==> config.mk <==
export PLATFORM = sky130hd
export DESIGN_NAME = twos_complement_thermometer_serializer
export DESIGN_NICKNAME = d
export VERILOG_FILES = /design/src/rtl/twos_complement_thermometer_serializer.sv
export SDC_FILE = /design/constraint.sdc
export NUM_CORES = 1
export LEC_CHECK = 0
export ABC_CLOCK_PERIOD_IN_PS = 3000
export CAP_MARGIN = 30
export CORE_AREA = 2 2 68 44
export DETAILED_ROUTE_END_ITERATION = 16
export DIE_AREA = 0 0 70 46
export SLEW_MARGIN = 20
export SYNTH_ARGS = -nofsm -noshare
export SYNTH_HDL_FRONTEND = slang
export SYNTH_SLANG_ARGS = --single-unit
==> constraint.sdc <==
create_clock -name clk -period 3 [get_ports clk]
set_clock_uncertainty 0.05 [all_clocks]
set_input_delay 0.6 -clock clk [delete_from_list [all_inputs] [get_ports clk]]
set_output_delay 0.6 -clock clk [all_outputs]
set_load 0.02 [all_outputs]
==> src/rtl/twos_complement_thermometer_serializer.sv <==
// Two's-complement word to sign + serial thermometer frame (ones first, then zeros).
// Define THERM_EARLY_LAST_EN to end each frame on its last one (L = max(mag,1)) instead of after 2^(WIDTH-1) beats.
module twos_complement_thermometer_serializer #(
    parameter int WIDTH = 5
) (
    input  logic             clk,
    input  logic             rst,
    input  logic             in_valid,
    output logic             in_ready,
    input  logic [WIDTH-1:0] in_data,
    output logic             ser_valid,
    input  logic             ser_ready,
    output logic             ser_bit,
    output logic             ser_sign,
    output logic             ser_last
);

    localparam logic [WIDTH-1:0] MAX_MAG = {1'b1, {(WIDTH-1){1'b0}}};

    typedef enum logic {IDLE, SHIFT} state_t;

    state_t           state_q, state_d;
    logic             sign_q, sign_d;
    logic [WIDTH-1:0] mag_q, mag_d;
    logic [WIDTH-1:0] cnt_q, cnt_d;
    logic [WIDTH-1:0] last_d;
    logic             in_ready_q, ser_valid_q, ser_bit_q, ser_sign_q, ser_last_q;

    // The most negative input maps to MAX_MAG, which still fits unsigned in WIDTH bits.
    function automatic logic [WIDTH-1:0] abs_mag(input logic [WIDTH-1:0] v);
        return v[WIDTH-1] ? (~v + 1'b1) : v;
    endfunction

    always_comb begin
        state_d = state_q;
        sign_d  = sign_q;
        mag_d   = mag_q;
        cnt_d   = cnt_q;
        case (state_q)
            IDLE: begin
                if (in_valid && in_ready_q) begin
                    sign_d  = in_data[WIDTH-1];
                    mag_d   = abs_mag(in_data);
                    cnt_d   = '0;
                    state_d = SHIFT;
                end
            end
            SHIFT: begin
                if (ser_valid_q && ser_ready) begin
                    if (ser_last_q) state_d = IDLE;
                    else            cnt_d   = cnt_q + 1'b1;
                end
            end
            default: state_d = IDLE;
        endcase
`ifdef THERM_EARLY_LAST_EN
        last_d = (mag_d == '0) ? '0 : (mag_d - 1'b1);
`else
        last_d = MAX_MAG - 1'b1;
`endif
    end

    // Outputs are registered from next-state values, so nothing reaches ser_* from ser_ready combinationally.
    always_ff @(posedge clk or posedge rst) begin
        if (rst) begin
            state_q     <= IDLE;
            sign_q      <= 1'b0;
            mag_q       <= '0;
            cnt_q       <= '0;
            in_ready_q  <= 1'b1;
            ser_valid_q <= 1'b0;
            ser_bit_q   <= 1'b0;
            ser_sign_q  <= 1'b0;
            ser_last_q  <= 1'b0;
        end else begin
            state_q     <= state_d;
            sign_q      <= sign_d;
            mag_q       <= mag_d;
            cnt_q       <= cnt_d;
            in_ready_q  <= (state_d == IDLE);
            ser_valid_q <= (state_d == SHIFT);
            ser_bit_q   <= (state_d == SHIFT) && (cnt_d < mag_d);
            ser_sign_q  <= (state_d == SHIFT) && sign_d;
            ser_last_q  <= (state_d == SHIFT) && (cnt_d == last_d);
        end
    end

    assign in_ready  = in_ready_q;
    assign ser_valid = ser_valid_q;
    assign ser_bit   = ser_bit_q;
    assign ser_sign  = ser_sign_q;
    assign ser_last  = ser_last_q;

endmodule

Word-level counts from Yosys, hierarchy flattened
Cells that the tools add are included.
{"block": "word_totals", "register_bits": 16, "word_cells": 33}
{"block": "classes", "addsub": 2, "order_cmp": 1, "eq_ne": 1, "muxes": 13, "n_bitwise": 3, "reduce_logical": 5}
{"cell": "5-bit two-way mux", "n": 6}
{"cell": "5-bit by 1-bit adder with 5-bit output, second input constant", "n": 2}
{"cell": "5-bit one-hot mux with 2 select lines", "n": 1}
{"cell": "5-bit by 4-bit equality test with 1-bit output, second input constant", "n": 1}
{"cell": "1-bit logical AND", "n": 5}
{"cell": "5-bit < comparator", "n": 1}
{"cell": "1-bit two-way mux", "n": 5}
{"cell": "5-bit NOT", "n": 1}
{"cell": "1-bit NOT", "n": 2}
{"cell": "1-bit one-hot mux with 2 select lines", "n": 1}

Depth between registers and ports, before layout
Gate-level depths: netlist of run 1.
{"block": "logic_depth", "depth_word": 7, "ltp_mapped": 11, "depth_no_buf": 11}

Worst setup path after synthesis of run 1
OpenSTA, ideal clock, no wires.
{"block": "synth_timing", "path_type": "input port to flip-flop", "startpoint": "in in_data[0]", "endpoint": "reg ser_bit_q (netlist: ser_bit)", "arrival_ns": 2.145, "required_time_ns": 2.839, "path_slack_ns": 0.694, "stages": 11, "path_cell_list": "inv_1 ha_1 nor2b_1 xnor2_1 o21ai_0 inv_1 ha_1 a21o_1 a21oi_1 nor2b_1 a2111oi_2"}
{"block": "synth_between", "elab_chain_len": 7}
{"element": "start: declaration", "line_no": "10", "rtl": "input logic [WIDTH-1:0] in_data,"}
{"element": "5-bit NOT", "line_no": "31", "rtl": "return v[WIDTH-1] ? (~v + 1'b1) : v;"}
{"element": "5-bit by 1-bit adder with 5-bit output", "line_no": "31"}
{"element": "5-bit two-way mux", "line_no": "31"}
{"element": "5-bit two-way mux", "line_no": "41", "rtl": "if (in_valid && in_ready_q) begin"}
{"element": "5-bit two-way mux", "line_no": "39", "rtl": "case (state_q)"}
{"element": "via mag_d[2]", "line_no": "24", "rtl": "logic [WIDTH-1:0] mag_q, mag_d;"}
{"element": "5-bit < comparator", "line_no": "82", "rtl": "ser_bit_q <= (state_d == SHIFT) && (cnt_d < mag_d);"}
{"element": "1-bit logical AND", "line_no": "82"}
{"element": "end signal: assignment", "line_no": "82"}
{"element": "end: declaration", "line_no": "27", "rtl": "logic in_ready_q, ser_valid_q, ser_bit_q, ser_sign_q, ser_last_q;"}
The timed path passes the listed nets, and every way through them passes these cells.

Worst setup path in the final report of run 1
{"block": "layout_timing", "startpoint": "in in_data[1]", "endpoint": "reg ser_bit_q (netlist: ser_bit)"}
Same word-level chain as after synthesis.

==> results of run 1 <==
-- path summary, 6_finish.rpt --
kind                                          from                  to  depth (start not counted)
worst min-delay path              sign_q$_DFF_PP0_    sign_q$_DFF_PP0_                          1
worst max register to register  cnt_q[0]$_DFF_PP0_   ser_bit$_DFF_PP0_                          9
worst min register to register    sign_q$_DFF_PP0_    sign_q$_DFF_PP0_                          1
worst max-delay path                    in_data[1]   ser_bit$_DFF_PP0_                         12
max in group asynchronous                      rst  ser_last$_DFF_PP0_                          2
min in group asynchronous                      rst  ser_sign$_DFF_PP0_                          2
-- power by group through the flow --
stage               clock network [µW]  registers (µW)  logic [µW]
floorplan                            0             389         325
detailed placement                   0             382         482
CTS                                168             380         485
global placement                     0             378         461
finish                             165             380         479
global route                       181             391         539
-- critical path, stage by stage --
cell	delay, ns
clkdlybuf4s50_1	0.51
inv_1	0.05
ha_1	0.18
nor2b_1	0.13
xnor2_1	0.07
o21ai_0	0.21
inv_1	0.07
ha_1	0.29
a21o_1	0.16
a21oi_1	0.14
nor2b_1	0.08
a2111oi_2	0.32
-- through the flow --
| step | hold WS, ns | cell area, µm² |
|---|---|---|
| CTS | 0.4454 | 1124 |
| detailed placement | 0.4303 | 1079 |
| global placement | 0.4257 | 1079 |
| floorplan | 0.3995 | 884.6 |
| global route | 0.4585 | 1124 |
| finish | 0.4438 | 1124 |
-- layout by cell type (no fill, tap or decap), types with 3 or more instances in the layout --
cell             netlist  routed
buf_4                  0       5
clkbuf_8               0       3
clkdlybuf4s50_1        0      13
dfrtp_1               15      15
ha_1                   6       6
inv_1                  9       9
nand2_1               10      10
nor2b_1                5       5
o21ai_0                5       5
o31ai_1                3       3
-- logic make-up (layout without fill, tap and decap cells) --
group / after synthesis / in the layout / synth area share
and+or+nand+nor: 24 / 24 / 0.1782
buffers and inverters: 11 / 31 / 0.05657
adders and majority gates: 6 / 6 / 0.08486
DFF: 16 / 16 / 0.4540
muxes: 4 / 4 / 0.04809
AOI/OAI and AO/OA: 18 / 18 / 0.1485
xor gates and xnor gates: 3 / 3 / 0.02971
-- registers in the layout, summed over array words and instances (netlist names) --
register / cells
mag_q: 5
sign_q: 1
ser_sign: 1
cnt_q: 5
ser_valid: 1
ser_last: 1
in_ready: 1
ser_bit: 1
-- cell type report --
cell class              count  area (µm²)  area share
clock buffers               4       45.04     0.04009
multi-input cells          55       432.9      0.3853
inverters                   9       33.78     0.03007
repair buffers             18       167.7      0.1492
well taps                  34       42.54     0.03786
flip-flops and latches     16       401.6      0.3575
-- routing by layer --
metal  vias to the layer above  share of wire  global-route usage
met5                         -              0                   0
li1                        334              -                   -
met1                       302           0.54              0.1727
met2                        22           0.40              0.1714
met3                         3          0.055             0.04204
met4                         0         0.0046             0.03462
==> metrics.md, run 1 <==
| Metric | Value |
|---|---|
| Number of flops mapped to enable cells by yosys | 0 |
| Syn Nets | 97 |
| Synth warn | 0 |
| Arr. time, crit path | 2.84 ns |
| Max Slew Vio Count | 0 |
| CTS Buf Count | 3 |
| RSZ-0062 raised after global routing | false |
| Required @ worst endpoint | 3.09 ns |
| Status | completed |
| Port Buffers | 13 |
| I/O pins | 14 |
| Detailed Route WL | 1753 µm |
| Psw | 376.7 µW |
| Grt ovf | 0 |
| Die Width | 70 µm |
| Core ar. | 2665 µm² |
| Post-synth top area share | 0.4243 |
| Final Cycle Share | 0.9146 |
| Initial antenna violation count | 0 |
| Vias in the first global route | 615 |
| Area grow syn2layout | 27.02% |
| First-pass GRT wire length | 2918 µm |
| Setup bufs post-CTS | 0 |
| Worst slew pin tran | 0.6091 ns |
| CTS tree | done |
| Filler cells | 267 |
| Sequential fraction of the synthesis area | 0.4540 |
| DR iter-0 viols | 40 |
| Max clock buf depth | 2 |
| Cell accounting for the most synthesized area | dfrtp_1 |
| Synth top area cells | dfrtp_1 42%, ha_1 8.5%, nand2_1 4.2% |
| Critical path type | primary input to register |
| Seq cells post-synth | 16 |
| DP Cell Count | 132 |
| Critical Path End Type | register |
| Sequential power share | 0.371 |
| Pin count of the biggest net entering global routing | 17 |
| CP Max Fanout | 3 |
| Router iterations before antenna repair | 4 |
| CTS H-tree lvls | 1 |
| Hold-fix buffers at CTS | 0 |
| Final Power | 1024 µW |
| Layout cells sized above 1 | 0.1373 |
| Residual DRC | 0 |
| Min setup slack post-route | 0.2562 ns |
| CTS Root Cell | clkbuf_8 |
| Cts repair resizes | 0 |
| Placement Rows | 15 |
| Finished Core Util | 0.4216 |
| Top cells by count, synth | 15 x dfrtp_1, 10 x nand2_1, 9 x inv_1, 6 x ha_1 |
| # nets final | 118 |
| Internal power | 647.0 µW |
| WL/cell | 12.89 µm |
| Total power per unit cell area | 911.1 nW/µm² |
| Die area | 3220 µm² |
| Chip height | 46 µm |
| Max-cap violations | 0 |
| Most common cell in the netlist | dfrtp_1 |
| Sw Ratio | 0.3680 |
| Clock Power Share | 0.162 |
| Pre-CTS setup slack | -0.007502 ns |
| Remaining antenna violation count after routing | 0 |
| Routability-driven placement congestion ratio | 0.7382 |
| Async SR Flop Fraction | 1.000 |
| Gate Count Post-Synth | 82 |
| VDD IR-drop max | 0.3892 mV |
| Clk pin slew, worst setup/hold paths | 0.06 ns |
| Skew-Pair Late Insertion Delay | 0.25 ns |
| Total number of vias | 661 |
| Worst hold-check path type | register to register |
| DP HPWL | 1441 µm |
| Crit path time final | 2.744 ns |
| Primary FF master, synth | dfrtp_1 |
| Cell area after synthesis | 884.6 µm² |
| Final setup viols | 0 |
| Diodes inserted | 0 |
| Gate power share | 0.468 |
| Critical Path Start Type | primary input |
| Final Hold Viols | 0 |
| Starting Density | 0.3319 |
| Setup_tns | 0 ns |
| Clock sinks | 16 |
| Synth cell types | 30 |
| Fmax | 0.3645 GHz |
| All-Layer GR Usage | 0.1205 |
| Slew headroom | 0.5903 |
| Vias per inst | 4.860 |
| Syn Area/Cell | 10.79 µm² |
| Leakage | 0.0005311 µW |
| Final cell count without fillers | 136 |
| Reg2reg setup slack | 0.71 ns |
No activity file was read; power rests on OpenSTA's default activity.
==> run 2: changes to the inputs <==
- CAP_MARGIN: 30 -> not set
- SKIP_CTS_REPAIR_TIMING: not set -> 1
- SLEW_MARGIN: 20 -> not set
==> results of run 2 <==
No change in the layout: final DEF, timing and power equal those of run 1.
==> run 3: changes to the inputs <==
- SLEW_MARGIN: not set -> 20
==> results of run 3 <==
No change in the layout: final DEF, timing and power equal those of run 1.
